==> config.mk <==
export PLATFORM = sky130hd
export DESIGN_NAME = wav_src_sched
export DESIGN_NICKNAME = d
export VERILOG_FILES = /design/src/rtl/wav_src_sched_pkg.sv /design/src/rtl/key_debounce.sv /design/src/rtl/wav_src_sched.sv
export SDC_FILE = /design/constraint.sdc
export NUM_CORES = 1
export LEC_CHECK = 0
export CORE_UTILIZATION = 30
export CTS_CLUSTER_SIZE = 12
export DETAILED_ROUTE_END_ITERATION = 10
export PLACE_DENSITY = 0.51
export SLEW_MARGIN = 15
export SYNTH_ARGS = -nofsm -noshare
export SYNTH_HDL_FRONTEND = slang
export SYNTH_SLANG_ARGS = --single-unit
==> constraint.sdc <==
create_clock -name clk -period 7.33 [get_ports clk]
set_clock_uncertainty 0.05 [all_clocks]
set_input_delay 1.466 -clock clk [delete_from_list [all_inputs] [get_ports clk]]
set_output_delay 1.466 -clock clk [all_outputs]
set_load 0.05 [all_outputs]
==> src/rtl/wav_src_sched_pkg.sv <==
// Shared encodings and helpers for the wave source scheduler.
package wav_src_sched_pkg;

    typedef enum logic [1:0] {
        SRC_TONE = 2'd0,
        SRC_LOOP = 2'd1,
        SRC_MUTE = 2'd2
    } src_t;

    typedef enum logic [1:0] {
        ST_FADE_IN  = 2'd0,
        ST_RUN      = 2'd1,
        ST_FADE_OUT = 2'd2,
        ST_SWITCH   = 2'd3
    } st_t;

    localparam logic [8:0] GAIN_ONE = 9'd256;
    localparam int         NUM_KEYS = 4;

    // Source rotation order for key[0]: TONE -> LOOP -> MUTE -> TONE.
    function automatic src_t src_next(input src_t s);
        case (s)
            SRC_TONE: return SRC_LOOP;
            SRC_LOOP: return SRC_MUTE;
            default:  return SRC_TONE;
        endcase
    endfunction

    // Unsigned 9-bit gain applied to a signed sample; 256 is unity.
    function automatic logic [15:0] apply_gain(input logic [15:0] s, input logic [8:0] g);
        logic signed [25:0] p;
        p = $signed(s) * $signed({1'b0, g});
        return 16'(p >>> 8);
    endfunction

endpackage

==> src/rtl/key_debounce.sv <==
// Single-key synchroniser and stability counter; emits one pulse per accepted press.
module key_debounce #(
    parameter logic [15:0] DEB_CNT = 16'd1000
) (
    input  logic clk,
    input  logic rst_n,
    input  logic key_n,
    output logic press
);

    logic [1:0]  sync;
    logic        lvl;
    logic [15:0] cnt;

    // Level only moves after the synchronised key disagrees with it for DEB_CNT cycles.
    always_ff @(posedge clk or negedge rst_n) begin
        if (!rst_n) begin
            sync  <= 2'b11;
            lvl   <= 1'b1;
            cnt   <= '0;
            press <= 1'b0;
        end else begin
            sync  <= {sync[0], key_n};
            press <= 1'b0;
            if (sync[1] == lvl) begin
                cnt <= '0;
            end else if (cnt == DEB_CNT - 16'd1) begin
                lvl   <= sync[1];
                cnt   <= '0;
                press <= ~sync[1];
            end else begin
                cnt <= cnt + 16'd1;
            end
        end
    end

endmodule

==> src/rtl/wav_src_sched.sv <==
// Sample source scheduler: key-driven source/pitch control, click-free gain ramps.
module wav_src_sched
    import wav_src_sched_pkg::*;
#(
    parameter logic [15:0] DEB_CNT   = 16'd1000,
    parameter logic [14:0] ACC_DEF   = 15'h0400,
    parameter logic [14:0] ACC_STEP  = 15'h0040,
    parameter logic [14:0] ACC_MIN   = 15'h0040,
    parameter logic [14:0] ACC_MAX   = 15'h7C00,
    parameter logic [8:0]  FADE_STEP = 9'd4
) (
    input  logic        clk,
    input  logic        rst_n,
    input  logic [3:0]  key_n,
    output logic [14:0] nco_acc,
    input  logic        tone_vld,
    input  logic [15:0] tone_dat,
    input  logic        adc_empty,
    output logic        adc_rd,
    input  logic [15:0] adc_rdat,
    input  logic        dac_full,
    output logic        dac_wr,
    output logic [15:0] dac_wdat,
    output logic [1:0]  src_sel,
    output logic [15:0] drop_cnt
);

    logic [NUM_KEYS-1:0] press;
    // vld_pipe[0]: ADC read issued, data arrives this cycle; vld_pipe[1]: output register valid
    logic [1:0]  vld_pipe;
    logic [8:0]  gain;
    logic        pend;
    st_t         st;
    src_t        src;
    logic        allow, rd_iss, cap_tone, cap_mute, cap, drop;
    logic [15:0] cap_dat, acc_up;

    for (genvar i = 0; i < NUM_KEYS; i++) begin : g_key
        key_debounce #(.DEB_CNT(DEB_CNT)) u_deb (
            .clk   (clk),
            .rst_n (rst_n),
            .key_n (key_n[i]),
            .press (press[i])
        );
    end

    // A returning ADC read always owns the capture slot so it is never lost.
    assign allow    = !dac_full && !vld_pipe[1];
    assign rd_iss   = (src == SRC_LOOP) && !adc_empty && allow && !vld_pipe[0];
    assign cap_tone = (src == SRC_TONE) && tone_vld && allow && !vld_pipe[0];
    assign cap_mute = (src == SRC_MUTE) && allow && !vld_pipe[0];
    assign cap      = vld_pipe[0] || cap_tone || cap_mute;
    assign cap_dat  = vld_pipe[0] ? adc_rdat : (cap_tone ? tone_dat : 16'd0);
    assign drop     = (src == SRC_TONE) && tone_vld && !cap_tone;
    assign adc_rd   = rd_iss;
    assign dac_wr   = vld_pipe[1];
    assign src_sel  = src;
    assign acc_up   = {1'b0, nco_acc} + {1'b0, ACC_STEP};

    // Pitch register: key[3] restores default, opposing up/down presses cancel.
    always_ff @(posedge clk or negedge rst_n) begin
        if (!rst_n) begin
            nco_acc <= ACC_DEF;
        end else if (press[3]) begin
            nco_acc <= ACC_DEF;
        end else if (press[1] && !press[2]) begin
            nco_acc <= (acc_up > {1'b0, ACC_MAX}) ? ACC_MAX : acc_up[14:0];
        end else if (press[2] && !press[1]) begin
            nco_acc <= ({1'b0, nco_acc} < ({1'b0, ACC_MIN} + {1'b0, ACC_STEP})) ?
                       ACC_MIN : nco_acc - ACC_STEP;
        end
    end

    // Capture-to-output stage; gain applied with the value current at capture.
    always_ff @(posedge clk or negedge rst_n) begin
        if (!rst_n) begin
            vld_pipe <= '0;
            dac_wdat <= '0;
        end else begin
            vld_pipe <= {cap, rd_iss};
            if (cap) dac_wdat <= apply_gain(cap_dat, gain);
        end
    end

    // Fade FSM: gain steps once per captured sample; source changes only at gain 0.
    always_ff @(posedge clk or negedge rst_n) begin
        if (!rst_n) begin
            st   <= ST_FADE_IN;
            gain <= '0;
            src  <= SRC_TONE;
            pend <= 1'b0;
        end else begin
            if (press[0] && !pend) pend <= 1'b1;
            case (st)
                ST_FADE_IN: if (cap) begin
                    if (gain >= GAIN_ONE - FADE_STEP) begin
                        gain <= GAIN_ONE;
                        st   <= ST_RUN;
                    end else begin
                        gain <= gain + FADE_STEP;
                    end
                end
                ST_RUN: begin
                    gain <= GAIN_ONE;
                    if (pend) st <= ST_FADE_OUT;
                end
                ST_FADE_OUT: if (cap) begin
                    if (gain <= FADE_STEP) begin
                        gain <= '0;
                        st   <= ST_SWITCH;
                    end else begin
                        gain <= gain - FADE_STEP;
                    end
                end
                default: begin
                    src  <= src_next(src);
                    pend <= 1'b0;
                    st   <= ST_FADE_IN;
                end
            endcase
        end
    end

    // Saturating count of tone samples that found no free slot.
    always_ff @(posedge clk or negedge rst_n) begin
        if (!rst_n) drop_cnt <= '0;
        else if (drop && drop_cnt != 16'hFFFF) drop_cnt <= drop_cnt + 16'd1;
    end

endmodule

==> results of run 1 <==
==> where the power goes <==
part	switching, mW	internal, mW	total, mW	leakage, nW
registers	0.161	0.842	1.00	1.78
clock network	0.370	0.481	0.851	0.287
logic	1.36	1.11	2.47	4.55
total	1.89	2.44	4.33	6.61
==> synth_stat cells (all sizes together), types with 13 or more instances <==
cell / n / area, µm²
clkbuf: 28 / 126.4
and3: 19 / 120.1
dfrtp: 122 / 3053
nand4: 14 / 87.58
dfstp: 13 / 341.6
o21ai: 39 / 195.2
ha: 66 / 825.8
inv: 154 / 578.1
nand3: 45 / 225.2
a21oi: 39 / 198.9
and2: 39 / 245.2
fa: 114 / 2282
xor2: 47 / 411.6
xnor2: 37 / 324.1
nand2: 115 / 434.2
nor3: 16 / 80.08
nor2: 106 / 397.9
nor2b: 29 / 181.4
==> state kept, by name, summed over array words and instances, names as in the netlist <==
signal and count:
g_key.u_deb.cnt 64, dac_wdat 16, drop_cnt 16, nco_acc 9, g_key.u_deb.sync 8, gain 7
g_key.u_deb.lvl 4, g_key.u_deb.press 4, src_sel 2, st 2, vld_pipe 2, pend 1
==> cell families (layout without fill, tap and decap cells) <==
group	count (synthesis)	count (layout)	share of synthesized area (%)
other cells	2	44	0.06658
flops	135	135	30.09
fa+ha+maj	180	180	27.55
compound gates	144	144	8.519
xor+xnor	84	84	6.522
simple gates	441	441	19.52
buf+inv	192	339	6.844
mux	9	9	0.8764
==> per-stage QoR <==
| stage | worst slack, ps | utilization, % |
|---|---|---|
| after floorplan | 269.0 | - |
| after global placement | -273.4 | 35.79 |
| after detailed placement | -400.4 | 35.79 |
| after CTS | 32.41 | 37.38 |
| after global routing | -9.833 | 37.98 |
| final | 257.2 | 37.98 |
==> area by class of cell <==
| type | instances | area share [%] |
|---|---|---|
| Multi-Input combinational cell | 902 | 53.20 |
| Sequential cell | 135 | 24.30 |
| Timing Repair Buffer | 153 | 9.968 |
| Tap cell | 468 | 4.191 |
| Inverter | 154 | 4.138 |
| Clock buffer | 17 | 3.045 |
| Clock inverter | 15 | 1.164 |
==> metal layers <==
layer,global-route usage (%),vias to the layer above,part of all wire [%]
met5,0,-,0
met1,19.14,4083,49
li1,-,4178,-
met3,2.510,17,3.5
met4,3.212,0,1.0
met2,21.48,101,46
==> path summary, 6_finish.rpt <==
path                                         from                endpoint  slack (ps)  cells after the start
max                                      tone_vld            dac_wdat[15]         260                     23
min                        g_key[2].u_deb.sync[0]  g_key[2].u_deb.sync[1]         310                      0
max reg2reg                           vld_pipe[0]            dac_wdat[15]        1240                     22
min reg2reg                g_key[2].u_deb.sync[0]  g_key[2].u_deb.sync[1]         310                      0
max in group asynchronous                   rst_n             dac_wdat[9]        4890                      2
min in group asynchronous                   rst_n             drop_cnt[4]         970                      1
==> what timing repair did <==
item	in CTS	in global routing
gates resized for setup	0	39
endpoints found under the setup margin	0	8
setup buffers	0	3
hold buffers	0	0
==> results list, run 1 <==
- The detailed router finished its first iteration with 300 violations.
- After detailed routing, the average wire length per cell comes to between 10 and 15 µm.
- For this design, the slowest cell found on the critical path is sky130_fd_sc_hd__fa_1.
- Dividing the detail-routed via count by the number of cells gives 4.544.
- From synthesis to final layout, the design area changed by 23.86%.
* P_leak: ~6.6 nW
- Pin slew with the least headroom to its limit: around 930 ps
* Top cell family by delay on the critical path: adder cells
* Maximum frequency from static timing analysis: between 0.1 and 0.15 GHz
- Headroom to the max-slew limit came out at a little under two fifths.
- In this run the worst path has a maximum fanout of 5.
- The worst hold path belongs to the class reg2reg.
- STA classifies the critical path endpoint as a flop.
- The number of pins with negative max-slew slack in the final report came to 0.
- Via count of the routed design: 8379
* Data arrival time at the worst-slack endpoint: between 7000 and 8000 ps
* Die boundary height: between 150 and 200 µm
- Yosys mapped the design onto between 70 and 80 distinct sky130hd cell types.
- The die covers 38380 µm².
- TritonCTS built the clock tree.
- Footprint of the flip-flops and latches: ~3400 µm²
- Input and output buffers added on the ports amount to between 80 and 90.
- Summed over all layers, the routed wires come to between 20 and 25 mm.
- The worst setup path is launched from an input pin.
- # IOs: roughly 90
- Cells along the critical path: clkdlybuf4s50_1 > nor3b_4 > nor2b_4 > buf_12 > buf_6 > a22o_4 > nand2_1 > fa_1 > inv_1 > fa_1 > fa_1 > fa_1 > inv_1 > fa_1 > inv_1 > ha_4 > a21oi_2 > and4_4 > nor4b_4 > o31ai_4 > a211oi_4 > a2111o_1 > o211ai_1
- The number of antenna violations at the first check in global routing was 0.
- The first global-routing pass estimated about 42 mm of wire.
- H-tree lvl count: 4
- Final hold analysis gives a worst-case slack of ~310 ps.
- After detailed routing, the number of remaining DRC violations is 0.
- In the synthesized netlist the dominant register cell turns out to be sky130_fd_sc_hd__dfrtp_1.
- In this run, synthesis inferred 0 flip-flops with an integrated enable.
- Layout Cells excl Fill: ~1800
* Multi-input combinational cell area: 7432 µm²
- In this run the mean area of a mapped cell was about 9.5 µm².
- Final antenna-violating net count: 0
* Total routing usage reported by global routing: between 10% and 20%
- In this run the cell area of the synthesized design comes to 11280 µm².
- For this design the ratio of total power to cell area is approximately 310 nW/µm².
- Filler Cell Count: 3742
* Ys async rst share: 100.0%
- Cell mode on critical path: sky130_fd_sc_hd__fa_1
* Routability cong.: a little under 0.8
* Pin count of the biggest net entering global routing: 74
- Post-Place Cells: around 1800
- Clock-pin slew was measured on the worst setup and hold paths at 70 ps.
- Net count of the finished layout: approximately 1600
- IR Drop Worst-Case VDD: roughly 0.18 mV
- Cells with a size suffix above 1 make up 12.14% of the layout.
* Cells after synthesis: 1187
- In the final timing run, aggregate negative setup slack is 0 ps.
- Clock tree synthesis selected as its root buffer the cell sky130_fd_sc_hd__clkbuf_16.
- Commonest non-fill, non-tap cells in the layout: sky130_fd_sc_hd__inv_1 (153), sky130_fd_sc_hd__dfrtp_1 (122), sky130_fd_sc_hd__nand2_1 (113)
- Status: complete, no violations
- Diode count: 0
* Total of max-cap violations: 0
* Worst path bufs/invs: 6
- Yosys printed 0 warnings.
- Final hold violations: 0
- For the finished layout, the period the worst path requires is around 7100 ps.
- Worst-case clock buffer depth: 2
* Clock tree sinks: roughly 140
- Total clock buffers created by CTS: 17
* Placed Instance Area: 13160 µm²
- Post-route clock period utilization: a little over nine tenths
- Leading cell type in the layout, fill and taps excluded: sky130_fd_sc_hd__inv_1
* Effective utilization at floorplan: between 30% and 40%
- The largest single stage delay on the critical path is around 550 ps.
- Final HPWL from detailed placement: 19.15 mm
* Worst skew pair latency: approximately 430 ps
* Standard-cell rows: 70
- Number of iterations in the first detailed-routing pass: 4
- Sequential area share after synthesis: between 30 and 40%
- The number of global-route vias before repair was 8544.
- In this run, synthesis produced a sequential element count of 135.
- Data on the critical path is required at its endpoint by between 7000 and 8000 ps.
- The core region is 36790 µm².
* Count of endpoints failing setup in the final report: 0
- GRT overflow: 0
- After routing the design area is approximately 14000 µm².
* Die outline width: slightly below 200 µm
- Total power draw: between 4 and 5 mW
- The critical path is of the in2reg type.
Note: power is estimated with default switching activity, not from simulation.
==> inputs of run 2 (changes only) <==
- CORE_UTILIZATION: 30 -> 45
- CTS_CLUSTER_SIZE: 12 -> 24
- PLACE_DENSITY: 0.51 -> 0.68
==> run 2 against run 1 <==
  * Clock-buffer cell count up 1
  * Routed wire length down 1.5%
  * First-iteration DRC count is 78% higher
  * Total power grew 1.2%
  * Cell area is 1.5% lower
  * Largest power group unchanged
==> results list, run 2 (synthesized netlist as in run 1, its figures left out) <==
- Measured along the y axis, the die boundary spans approximately 160 µm.
- For this block, the via count after detailed routing is between 8000 and 9000.
- Hold EP: g_key[0].u_deb.sync[1]
- Area growth from synthesis to final layout: 21.96%
- Switching fraction of total power: 43.01%
- The worst setup path is captured at a flop.
- 0 antenna diodes ended up in the layout.
- After global routing the overflow that remains totals 0.
- Across the run, the number of max-cap violations was 0.
- H-tree lvl count: 4
* Setup slack of the most critical reg-to-reg path: roughly 1000 ps
* Layout Cells excl Fill: roughly 1700
* CTS Root Cell: sky130_fd_sc_hd__clkbuf_16
- After detailed routing, the total wire length is 24.53 mm.
* Kind of path behind the tightest hold check: reg2reg
* Worst-case clock buffer depth: 2
* Commonest non-fill, non-tap cells in the layout: sky130_fd_sc_hd__inv_1 (153), sky130_fd_sc_hd__dfrtp_1 (122), sky130_fd_sc_hd__nand2_1 (114), sky130_fd_sc_hd__fa_1 (114), sky130_fd_sc_hd__nor2_1 (104)
* Fraction of power consumed by combinational cells: 56.3%
* Registers with the most flip-flops: g_key.u_deb.cnt: 64 flops, dac_wdat: 16 flops, drop_cnt: 16 flops
- Leading cell type in the layout, fill and taps excluded: sky130_fd_sc_hd__inv_1
- Final HPWL from detailed placement: 18.61 mm
- The die covers around 26000 µm².
- Count of endpoints failing setup in the final report: 0
- Global-route wire length before repair: roughly 42 mm
* Critical path class: in2reg
- The number of global-route vias before repair came to approximately 8700.
- STA classifies the critical path startpoint as an input pin.
- Endpoint required time on the critical path: between 7000 and 8000 ps
* P_leak: around 6.6 nW
- Share of the core filled with cells in the final layout: between 50% and 60%
* Post-Place Cells: between 1500 and 2000
* IR Drop Worst-Case VDD: between 0.2 and 0.3 mV
- Core Region: ~24000 µm²
- Total clock buffers created by CTS: 17
* Register with the most flip-flops: g_key.u_deb.cnt
* Post-layout minimum cycle time: approximately 7200 ps
* Effective utilization at floorplan: 46.11%
- Hold Crit Start: g_key[0].u_deb.sync[0]
* Antenna violations before repair: 0
* Filler Cell Count: approximately 2100
- Net Sw Power: roughly 1.9 mW
- For this run, the top clock speed supported by timing is roughly 0.14 GHz.
* Via/cell ratio: between 5 and 6
* Max reg flops: 64
- Status: complete, no violations
- The clock network accounts for 20.7% of the total power.
* Hold Crit Depth: 0
- The most critical setup path has its startpoint at dac_full.
* Beginning of the worst register-to-register path: vld_pipe[0]
- The pre-antenna-repair detailed-routing pass consisted of 5 iterations.
- After detailed routing, the average wire length per cell comes to 14.51 µm.
* Depth of the most critical reg-to-reg path: 23
- a little over 90 I/O pins were placed.
- Routability cong.: 0.8214
* Data arrival time at the worst-slack endpoint: roughly 7400 ps
* Net count of the finished layout: around 1600
- Flop pwr share: between 20% and 30%
- Setup total negative slack on the finished layout was measured at 0 ps.
- Total routing usage reported by global routing: about a fifth
- Detailed Route Iter0 Violations: approximately 540
- CTS tree: built
* Reg-to-reg critical path endpoint: dac_wdat[15]
- The worst pin sits at a relative slew slack of a little over a third.
- Count of pins over their slew limit: 0
* Hold buffer count at cts: 0
- Share of layout cells above drive strength 1: between 10 and 15%
* Post-detailed-route DRC marker count: 0
- In the finished design, the share of the clock period the worst path needs comes to between 90% and 100%.
- The clock reaches the later pin of the worst-skew pair after 420 ps.
- After clock tree synthesis, the clock-pin slew on the worst setup and hold paths is 70 ps.
- Clock tree sinks: approximately 140
* Internal power: about 2.5 mW
* Pin count of the biggest net entering global routing: 78
- At the pin with the least slew margin, the transition time is just under 1000 ps.
* Standard-cell rows: 57
- Power spread over the standard cell area amounts to 318.3 nW/µm².
- Buffers placed on the I/O ports in this run total 85.
- The number of hold violations in the final report was 0.
* Die outline width: about 160 µm
- Final antenna-violating net count: 0
- Hold timing on the final database bottoms out at a slack of 306.3 ps.
- In this run the worst path has a maximum fanout of 5.
[run 2: cell count changes in the layout (fill, tap and decap cells not counted), moves of 2 or more]
cell	change
sky130_fd_sc_hd__buf_4	-9
sky130_fd_sc_hd__fa_1	+3
sky130_fd_sc_hd__ha_4	+2
sky130_fd_sc_hd__bufinv_16	+2
sky130_fd_sc_hd__a21oi_1	-2
sky130_fd_sc_hd__ha_2	-3
sky130_fd_sc_hd__clkinv_4	-2
sky130_fd_sc_hd__nor2b_1	+2
sky130_fd_sc_hd__nor2b_2	-2
sky130_fd_sc_hd__fa_2	-3
[run 2: final cells by class]
class,count,area (µm²),share of cell area [%]
flip-flops and latches,135,3395,24.67
multi-input cells,902,7427,53.99
well taps,324,405.4,2.947
inverters,154,578.1,4.202
clock inverters,14,186.4,1.355
clock buffers,18,439.2,3.192
repair buffers,144,1326,9.641
[run 2: layer usage]
layer,track usage (%),wire (µm),part of all wire [%],vias up
li1,-,-,-,4149
met1,27.32,11110,45,4361
met2,33.48,12250,50,136
met3,3.435,976,4.0,15
met4,4.242,189,0.77,0
met5,0,0,0,-
[run 2: repair_timing]
action,CTS,global route
setup buffers,0,2
gates resized for setup,0,32
endpoints found under the setup margin,0,6
hold endpoints to repair,0,0
[run 2: worst max path at each step]
stage	endpoint	slack [ps]	depth (start not counted)
after floorplan	dac_wdat[15]	270	22
after global placement	dac_wdat[15]	-190	22
after detailed placement	dac_wdat[15]	-350	22
after CTS	dac_wdat[15]	80	22
after global routing	dac_wdat[15]	-30	23
final	dac_wdat[15]	170	23
[run 2: through the flow]
step           cell area (µm²)  setup WS (ps)  power (mW)
5_1_grt                  13760         -25.62       4.735
4_1_cts                  13550          82.26       4.286
2_1_floorplan            11440          269.0       2.564
3_5_place_dp             12920         -348.5       3.358
6_report                 13760          169.7       4.378
3_3_place_gp             12920         -194.1       3.312
[run 2: worst max-delay path, cell delays in order]
cell,delay [ps]
sky130_fd_sc_hd__clkdlybuf4s50_1,430
sky130_fd_sc_hd__or3_4,360
sky130_fd_sc_hd__nor2b_4,170
sky130_fd_sc_hd__buf_12,120
sky130_fd_sc_hd__buf_8,110
sky130_fd_sc_hd__a22o_4,140
sky130_fd_sc_hd__nand2_1,80
sky130_fd_sc_hd__fa_1,530
sky130_fd_sc_hd__inv_1,50
sky130_fd_sc_hd__fa_1,570
sky130_fd_sc_hd__fa_1,460
sky130_fd_sc_hd__fa_1,540
sky130_fd_sc_hd__inv_1,50
sky130_fd_sc_hd__fa_1,500
sky130_fd_sc_hd__inv_1,60
sky130_fd_sc_hd__ha_4,270
sky130_fd_sc_hd__nand3_1,110
sky130_fd_sc_hd__and4_4,200
sky130_fd_sc_hd__nor4b_4,130
sky130_fd_sc_hd__o31ai_4,410
sky130_fd_sc_hd__a211oi_4,140
sky130_fd_sc_hd__a2111o_1,420
sky130_fd_sc_hd__o211ai_1,90
[run 2: power by group through the flow]
| stage | clock (mW) | combinational, mW | sequential [mW] |
|---|---|---|---|
| floorplan | 0 | 1.42 | 1.14 |
| global placement | 0 | 2.31 | 1.01 |
| detailed placement | 0 | 2.35 | 1.01 |
| CTS | 0.925 | 2.36 | 1.00 |
| global route | 0.960 | 2.76 | 1.02 |
| finish | 0.908 | 2.47 | 1.00 |
